--- src/rtl/sst_plru_multi_if.sv ---
// sst_plru_multi_if: allocation, touch, flush and perf-counter bundle of the SSID allocator.
interface sst_plru_multi_if #(
    parameter int STORE_SET_COUNT = 64,
    parameter int TOUCH_PORTS = 2,
    parameter int SSID_WIDTH = $clog2(STORE_SET_COUNT)
);
    logic                                   new_SSID_valid;
    logic [SSID_WIDTH-1:0]                  new_SSID;
    logic [TOUCH_PORTS-1:0]                 touch_SSID_valid;
    logic [TOUCH_PORTS-1:0][SSID_WIDTH-1:0] touch_SSID;
    logic                                   flush_valid;
    logic [31:0]                            perf_alloc_count;
    logic [31:0]                            perf_touch_count;

    modport master (
        output new_SSID_valid, touch_SSID_valid, touch_SSID, flush_valid,
        input  new_SSID, perf_alloc_count, perf_touch_count
    );

    modport slave (
        input  new_SSID_valid, touch_SSID_valid, touch_SSID, flush_valid,
        output new_SSID, perf_alloc_count, perf_touch_count
    );
endinterface

--- src/rtl/sst_plru_multi.sv ---
// sst_plru_multi: tree pseudo-LRU SSID allocator with multi-port touch and flush.
// Define SST_PERF_CNT_EN to build the saturating allocation/touch counters.
module sst_plru_multi #(
    parameter int STORE_SET_COUNT = 64,
    parameter int SSID_WIDTH = $clog2(STORE_SET_COUNT),
    parameter int TOUCH_PORTS = 2
) (
    input logic             CLK,
    input logic             nRST,
    sst_plru_multi_if.slave bus
);
    typedef logic [STORE_SET_COUNT-1:1] tree_t;
    typedef logic [SSID_WIDTH-1:0]      ssid_t;

    tree_t plru_tree_q, plru_tree_d;
    ssid_t victim;

    // Heap-indexed walk: node n has children 2n and 2n+1, address MSB decides at the root.
    function automatic tree_t touch(input tree_t tree, input ssid_t s);
        tree_t t;
        ssid_t node;
        ssid_t a;
        t = tree;
        node = ssid_t'(1);
        a = s;
        for (int l = 0; l < SSID_WIDTH; l++) begin
            t[node] = ~a[SSID_WIDTH-1];
            node = ssid_t'({node, a[SSID_WIDTH-1]});
            a = a << 1;
        end
        return t;
    endfunction

    always_comb begin
        ssid_t node;
        victim = '0;
        node = ssid_t'(1);
        for (int l = 0; l < SSID_WIDTH; l++) begin
            victim = ssid_t'({victim, plru_tree_q[node]});
            node = ssid_t'({node, plru_tree_q[node]});
        end
    end

    assign bus.new_SSID = victim;

    // Ports in ascending order, allocation last so it wins on shared nodes.
    always_comb begin
        tree_t work;
        work = plru_tree_q;
        for (int p = 0; p < TOUCH_PORTS; p++)
            work = bus.touch_SSID_valid[p] ? touch(work, bus.touch_SSID[p]) : work;
        work = bus.new_SSID_valid ? touch(work, victim) : work;
        plru_tree_d = bus.flush_valid ? '0 : work;
    end

    always_ff @(posedge CLK or negedge nRST)
        if (!nRST) plru_tree_q <= '0;
        else       plru_tree_q <= plru_tree_d;

`ifdef SST_PERF_CNT_EN
    logic [31:0] perf_alloc_count_q, perf_alloc_count_d;
    logic [31:0] perf_touch_count_q, perf_touch_count_d;
    logic [32:0] touch_sum;

    always_comb begin
        touch_sum = {1'b0, perf_touch_count_q} + 33'($countones(bus.touch_SSID_valid));
        perf_alloc_count_d = (bus.flush_valid || !bus.new_SSID_valid || &perf_alloc_count_q)
                           ? perf_alloc_count_q : perf_alloc_count_q + 32'd1;
        perf_touch_count_d = bus.flush_valid ? perf_touch_count_q
                           : touch_sum[32]   ? '1 : touch_sum[31:0];
    end

    always_ff @(posedge CLK or negedge nRST)
        if (!nRST) begin
            perf_alloc_count_q <= '0;
            perf_touch_count_q <= '0;
        end else begin
            perf_alloc_count_q <= perf_alloc_count_d;
            perf_touch_count_q <= perf_touch_count_d;
        end

    assign bus.perf_alloc_count = perf_alloc_count_q;
    assign bus.perf_touch_count = perf_touch_count_q;
`else
    assign bus.perf_alloc_count = '0;
    assign bus.perf_touch_count = '0;
`endif
endmodule

--- src/flat_wrapper.sv ---
// flat-port wrapper written by rule: the top's interface ports become plain ports
module sst_plru_multi_flat 
#(
    parameter int STORE_SET_COUNT = 64,
    parameter int SSID_WIDTH = $clog2(STORE_SET_COUNT),
    parameter int TOUCH_PORTS = 2
)
  (CLK, nRST, bus_new_SSID_valid, bus_touch_SSID_valid, bus_touch_SSID, bus_flush_valid, bus_new_SSID, bus_perf_alloc_count, bus_perf_touch_count);
  sst_plru_multi_if #(.STORE_SET_COUNT(STORE_SET_COUNT), .TOUCH_PORTS(TOUCH_PORTS), .SSID_WIDTH(SSID_WIDTH)) bus_i ();
  input logic CLK;
  input logic nRST;
  input wire logic [$bits(bus_i.new_SSID_valid)-1:0] bus_new_SSID_valid;
  input wire logic [$bits(bus_i.touch_SSID_valid)-1:0] bus_touch_SSID_valid;
  input wire logic [$bits(bus_i.touch_SSID)-1:0] bus_touch_SSID;
  input wire logic [$bits(bus_i.flush_valid)-1:0] bus_flush_valid;
  output wire logic [$bits(bus_i.new_SSID)-1:0] bus_new_SSID;
  output wire logic [$bits(bus_i.perf_alloc_count)-1:0] bus_perf_alloc_count;
  output wire logic [$bits(bus_i.perf_touch_count)-1:0] bus_perf_touch_count;
  assign bus_i.new_SSID_valid = bus_new_SSID_valid;
  assign bus_i.touch_SSID_valid = bus_touch_SSID_valid;
  assign bus_i.touch_SSID = bus_touch_SSID;
  assign bus_i.flush_valid = bus_flush_valid;
  assign bus_new_SSID = bus_i.new_SSID;
  assign bus_perf_alloc_count = bus_i.perf_alloc_count;
  assign bus_perf_touch_count = bus_i.perf_touch_count;
  sst_plru_multi #(.STORE_SET_COUNT(STORE_SET_COUNT), .SSID_WIDTH(SSID_WIDTH), .TOUCH_PORTS(TOUCH_PORTS)) u_core (.CLK(CLK), .nRST(nRST), .bus(bus_i));
endmodule
--- config.mk ---
export PLATFORM = sky130hd
export DESIGN_NAME = sst_plru_multi_flat
export DESIGN_NICKNAME = d
export VERILOG_FILES = /design/src/rtl/sst_plru_multi_if.sv /design/src/rtl/sst_plru_multi.sv /design/src/flat_wrapper.sv
export SDC_FILE = /design/constraint.sdc
export NUM_CORES = 1
export LEC_CHECK = 0
export CAP_MARGIN = 30
export CORE_MARGIN = 4
export CORE_UTILIZATION = 56
export CTS_CLUSTER_DIAMETER = 150
export DETAILED_ROUTE_END_ITERATION = 10
export HOLD_SLACK_MARGIN = 0.03
export PLACE_DENSITY = 0.89
export SKIP_CTS_REPAIR_TIMING = 1
export SLEW_MARGIN = 20
export SYNTH_ARGS = -nofsm -noshare
export SYNTH_HDL_FRONTEND = slang
export SYNTH_SLANG_ARGS = --single-unit
--- constraint.sdc ---
create_clock -name CLK -period 4.15 [get_ports CLK]
set_input_delay 0.83 -clock CLK [delete_from_list [all_inputs] [get_ports CLK]]
set_output_delay 0.83 -clock CLK [all_outputs]
set_load 0.005 [all_outputs]
==> flow_summary.json, run 1 <==
{
  "die_w_um": 111.6,
  "detail_route.first_pass.iterations": 8,
  "coreArea_um2": 10370,
  "initial_core_util": 0.5790,
  "fin_crit_sh": 0.9681,
  "routabilityCongestion": 1.062,
  "synth_top_area_frac": 0.2626,
  "instances_no_fill": 931,
  "synth_edf_count": 0,
  "clkSinkCount": 63,
  "period_needed_ps": 4018,
  "grt_overflow": 0,
  "critPathCaptureType": "output pin",
  "syn_avg_cell_area_um2": 7.901,
  "drive_above_1_share": 0.1635,
  "tritoncts": "done",
  "crit_fanout": 9,
  "num_vias": 6177,
  "grt_pass1_wl_mm": 30.66,
  "hold_class": "input pin to async pin",
  "slew_violations": 0,
  "htree_num_levels": 3,
  "drc": 0,
  "synth-seq-cells": 63,
  "worstPathArrival_ps": 3190,
  "wirelength_mm": 19.65,
  "cts.clk_slew.worst_paths_ps": 80,
  "critPathLaunch": "u_core.plru_tree_q[0]",
  "syn_to_final_growth_pct": 7.397,
  "ir_worst_vdd_v": 0.0002262,
  "worstMarginPinSlew_ps": 827.8,
  "nets": 808,
  "port_buffers": 23,
  "synthArstFlopShare": 1.000,
  "cellLeakagePower_nw": 2.704,
  "crit_type": "flip-flop to output pin",
  "synth_seq_area_share": 0.2626,
  "status": "finished clean",
  "hold_viol_final": 0,
  "setup_viol_count_final": 0,
  "yosysTopAreaCell": "dfrtp_1",
  "drtIter0Drc": 637,
  "dp_hpwl_mm": 13.83,
  "fp.dieH_um": 111.6,
  "final_antenna_net_count": 0,
  "fillers": 930,
  "fmax_ghz": 0.2489,
  "synth_common_cells": "nand2_1, nor2_1, buf_4, dfrtp_1, nand3_1",
  "power.density_nw_per_um2": 300.8,
  "synth.area.top_cells": "dfrtp_1, buf_4, nand2_1, o41ai_2, nor2_1",
  "rows": 37,
  "syn_area_um2": 6005,
  "dp.cells": 905,
  "setup-tns-final_ps": 0,
  "max_slew_margin": 0.4481,
  "grt_pass1_vias": 5663,
  "critPathLaunchType": "flip-flop",
  "grt_usage": 0.3065,
  "grt_max_degree": 40,
  "yosysWarnings": 0,
  "clockBufferDepth": 2,
  "fin_worst_skew_ps": 15.38,
  "synth_ff_type": "dfrtp_1",
  "root_buffer": "clkbuf_8",
  "antenna_cells": 0,
  "syn-instance-count": 760,
  "wl_per_cell_um": 21.10,
  "top_register": "u_core.plru_tree_q",
  "drv_cap": 0,
  "antenna_found_initial": 0,
  "viasPerCell": 6.635,
  "ys_types": 79,
  "cp.required_ps": 3320,
  "io-pin-count": 88,
  "dieArea_um2": 12440,
  "largest_reg_flops": 63,
  "worstSkewPairLatency_ps": 370,
  "r2r_start": "u_core.plru_tree_q[0]",
  "cts_buffers": 9,
  "biggestRegsByFlops": "u_core.plru_tree_q x63",
  "yosysMostFrequentCell": "nand2_1"
}
==> metal layers <==
layer	track usage	vias up	routed length [µm]
li1	-	2714	-
met1	0.4071	2888	7573
met2	0.4680	500	8611
met3	0.09837	75	2720
met4	0.1152	0	743
met5	0	-	0
==> metrics by stage <==
step,cell area [µm²],utilization,total power (W),setup slack (ps),hold WS [ps]
after floorplan,6241,-,0.001178,734.8,534.4
after global placement,6171,0.5951,0.001366,135.3,677.8
after detailed placement,6171,0.5951,0.001372,119.4,690.1
after CTS,6355,0.6128,0.001888,-287.8,511.2
after global routing,6449,0.6219,0.002009,-2.489,551.6
final,6449,0.6219,0.001940,132.3,504.4
==> where the power goes <==
part           internal [W]  switching [W]
registers          0.000649      0.0000375
logic              0.000266       0.000468
clock network      0.000247       0.000273
==> cells by family (layout without fill, tap and decap cells) <==
kind of cell,Yosys count,count (layout),share of synthesized area
other,1,64,0.0006245
AND/OR/NAND/NOR,329,329,0.2707
flip-flops,63,63,0.2626
buffers and inverters,139,111,0.1486
multiplexers,35,35,0.06251
AO/OA/AOI/OAI,193,193,0.2551
==> critical path, stage by stage, from the launching register on <==
cell,delay (ps)
dfrtp_2,450
buf_4,170
or3_1,400
o211ai_2,100
inv_2,110
nand2_1,80
a21o_1,140
nand4_4,140
nand3_4,170
buf_6,160
nand2_1,70
a211o_4,350
or3_1,320
dlymetal6s2s_1,160
==> path summary, 6_finish.rpt <==
check,slack [ps],cells past startpoint,to
worst min register to register,720,4,u_core.plru_tree_q[17]
worst max-delay path,130,13,bus_new_SSID[0]
min in group CLK,720,4,u_core.plru_tree_q[17]
worst max register to register,1000,13,u_core.plru_tree_q[48]
worst min-delay path,500,1,u_core.plru_tree_q[50]
max in group asynchronous,2700,2,u_core.plru_tree_q[31]
==> cell type report <==
cell class | count | area, µm² | area share
well taps | 136 | 170.2 | 0.02639
clock inverters | 5 | 32.53 | 0.005045
clock buffers | 11 | 151.4 | 0.02348
repair buffers | 78 | 668.1 | 0.1036
multi-input cells | 621 | 3777 | 0.5858
flip-flops and latches | 63 | 1580 | 0.2451
inverters | 17 | 68.82 | 0.01067
==> layout by cell type, fill, tap and decap left out, types with 4 or more instances in the layout <==
master	n
nand4b_1	8
nand2b_1	8
o21ai_0	36
nand3b_1	7
mux2i_1	27
and2_1	4
nor2_1	75
nor3b_1	4
nand2_1	97
clkbuf_8	11
buf_4	51
a31oi_1	9
and3_1	5
mux2_2	6
nor3_1	33
a211oi_1	18
o211ai_1	10
a21o_1	5
o31ai_1	10
o41ai_2	18
conb_1	64
a211o_1	5
nor2b_1	6
o41ai_1	6
clkdlybuf4s50_1	20
nand4_1	7
inv_1	14
nand3_1	43
nor4_1	4
dfrtp_1	60
a21oi_1	34
or3_1	9
Note: power is estimated with default switching activity, not from simulation.
==> run 2: changes to the inputs <==
--- a/config.mk
+++ b/config.mk
@@ -6,6 +6,6 @@
 export NUM_CORES = 1
 export LEC_CHECK = 0
-export CAP_MARGIN = 30
-export CORE_MARGIN = 4
+export CAP_MARGIN = 0
+export CORE_MARGIN = 2
 export CORE_UTILIZATION = 56
 export CTS_CLUSTER_DIAMETER = 150
==> constraint.sdc (replaced) <==
create_clock -name CLK -period 4.15 [get_ports CLK]
set_input_delay 0.6225 -clock CLK [delete_from_list [all_inputs] [get_ports CLK]]
set_output_delay 0.6225 -clock CLK [all_outputs]
set_load 0.005 [all_outputs]
==> flow_summary.json, run 2 (synthesis gave the netlist of run 1 again) <==
{
  "final_area_um2": 6535,
  "fp.dieH_um": 107.6,
  "setup-tns-final_ps": 0,
  "clkSinkCount": 63,
  "antenna_cells": 0,
  "crit_fanout": 10,
  "utilization": 0.6302,
  "slew_violations": 0,
  "drc": 0,
  "tritoncts": "done",
  "critPathLaunchType": "flip-flop",
  "max_stage_delay_ps": 430,
  "dpl_cell_area_um2": 6098,
  "fillers": 943,
  "worstSkewPairLatency_ps": 360,
  "largest_reg_flops": 63,
  "routabilityCongestion": 1.095,
  "seq_power_share": 0.340,
  "top_register": "u_core.plru_tree_q",
  "grt_overflow": 0,
  "port_buffers": 23,
  "cts_buffers": 9,
  "hold_viol_final": 0,
  "drtIter0Drc": 727,
  "crit_slowest_cell": "dfrtp_2",
  "io-pin-count": 88,
  "switching_share": 0.3916,
  "rrSetupSlack_ps": 1070,
  "crit_type": "flip-flop to output pin",
  "wl_per_cell_um": 21.51,
  "drive_above_1_share": 0.1725,
  "cts.clk_slew.worst_paths_ps": 80,
  "ir_worst_vdd_v": 0.0002114,
  "grt_pass1_wl_mm": 30.73,
  "detail_route.first_pass.iterations": 8,
  "nets": 813,
  "status": "finished clean",
  "layout_commonest_cell": "nand2_1",
  "fin_worst_skew_ps": 11.35,
  "crit_chain": "and2b_2 > a22oi_2 > nand3_4 > buf_12 > nand3_1 > nand4_4 > nand3_4 > clkinv_4 > mux2i_1 > a211o_4 > or3_4 > dlymetal6s2s_1",
  "worstMarginPinSlew_ps": 991.1,
  "grt_max_degree": 50,
  "grt_pass1_vias": 5714,
  "hold_class": "input pin to async pin",
  "initial_core_util": 0.5790,
  "grt_usage": 0.3496,
  "wirelength_mm": 20.13,
  "p_switching_w": 0.0007858,
  "root_buffer": "clkbuf_8",
  "intPower_w": 0.001221,
  "rows": 37,
  "max_slew_margin": 0.3393,
  "rsz0062_at_grt": "no",
  "coreArea_um2": 10370,
  "num_vias": 6264,
  "dp_hpwl_mm": 13.83,
  "crit_top_cell": "nand3_4",
  "final_cell_mix": "nand2_1, nor2_1, conb_1, dfrtp_1, buf_4",
  "period_needed_ps": 3869,
  "antenna_found_initial": 0,
  "biggestRegsByFlops": "u_core.plru_tree_q x63",
  "fin_crit_sh": 0.9324,
  "fin_total_pwr_w": 0.002007,
  "die_w_um": 107.6,
  "fmax_ghz": 0.2584,
  "clockBufferDepth": 2,
  "cellLeakagePower_nw": 2.757,
  "drv_cap": 0,
  "final_antenna_net_count": 0,
  "critPathCaptureType": "output pin",
  "dieArea_um2": 11570,
  "cp.required_ps": 3530,
  "clkPwrFrac": 0.277,
  "syn_to_final_growth_pct": 8.835,
  "setup_viol_count_final": 0,
  "htree_num_levels": 3,
  "worstPathArrival_ps": 3250,
  "viasPerCell": 6.692,
  "pwr-share-comb": 0.383,
  "power.density_nw_per_um2": 307.0
}
-- run 2: changes by cell type in the layout (fill, tap and decap cells not counted), sizes merged --
cell and delta:
bufinv +1, clkbuf +2, clkinv +1, clkinvlp -3, dlymetal6s2s +1, buf +3
-- run 2: power by group through the flow --
stage | Clock [W] | Combinational (W) | Sequential (W)
finish | 0.000557 | 0.000768 | 0.000682
global placement | 0 | 0.000654 | 0.000692
detailed placement | 0 | 0.000660 | 0.000692
CTS | 0.000555 | 0.000664 | 0.000680
global route | 0.000589 | 0.000811 | 0.000683
floorplan | 0 | 0.000503 | 0.000675
-- run 2: path summary, 6_finish.rpt --
| kind | start | cells after the start | end |
|---|---|---|---|
| max | u_core.plru_tree_q[0] | 12 | bus_new_SSID[0] |
| max reg2reg | u_core.plru_tree_q[0] | 12 | u_core.plru_tree_q[36] |
| min | nRST | 1 | u_core.plru_tree_q[24] |
| min reg2reg | u_core.plru_tree_q[48] | 4 | u_core.plru_tree_q[48] |
| min in group CLK | u_core.plru_tree_q[48] | 4 | u_core.plru_tree_q[48] |
| max in group asynchronous | nRST | 2 | u_core.plru_tree_q[2] |
-- run 2: final cells by class --
class,instances,area [µm²],share of cell area
Multi-Input combinational cell,621,3822,0.5849
Clock inverter,4,45.04,0.006893
Sequential cell,63,1580,0.2418
Timing Repair Buffer,83,703.2,0.1076
Tap cell,136,170.2,0.02604
Inverter,17,68.82,0.01053
Clock buffer,12,145.1,0.02221
-- run 2: worst max-delay path, delay by kind of cell (launching register included) --
kind / cells / cell delay (ps)
flip-flops: 1 / 430
AO/OA/AOI/OAI: 2 / 620
multiplexers: 1 / 130
AND/OR/NAND/NOR: 6 / 1280
buffers and inverters: 3 / 430
-- run 2: per-stage QoR --
stage	setup slack, ps	hold slack, ps	std cells
after floorplan	942.3	326.9	823
after global placement	264.2	675.7	897
after detailed placement	238.9	677.2	897
after CTS	-151.0	400.4	913
after global routing	189.0	436.4	936
final	280.6	373.5	936
-- run 2: layer usage --
layer / routed length [µm] / vias up / track usage
met3: 2987 / 113 / 0.1138
met4: 897 / 0 / 0.1419
li1: - / 2725 / -
met5: 0 / - / 0
met2: 8663 / 546 / 0.5270
met1: 7586 / 2880 / 0.4617
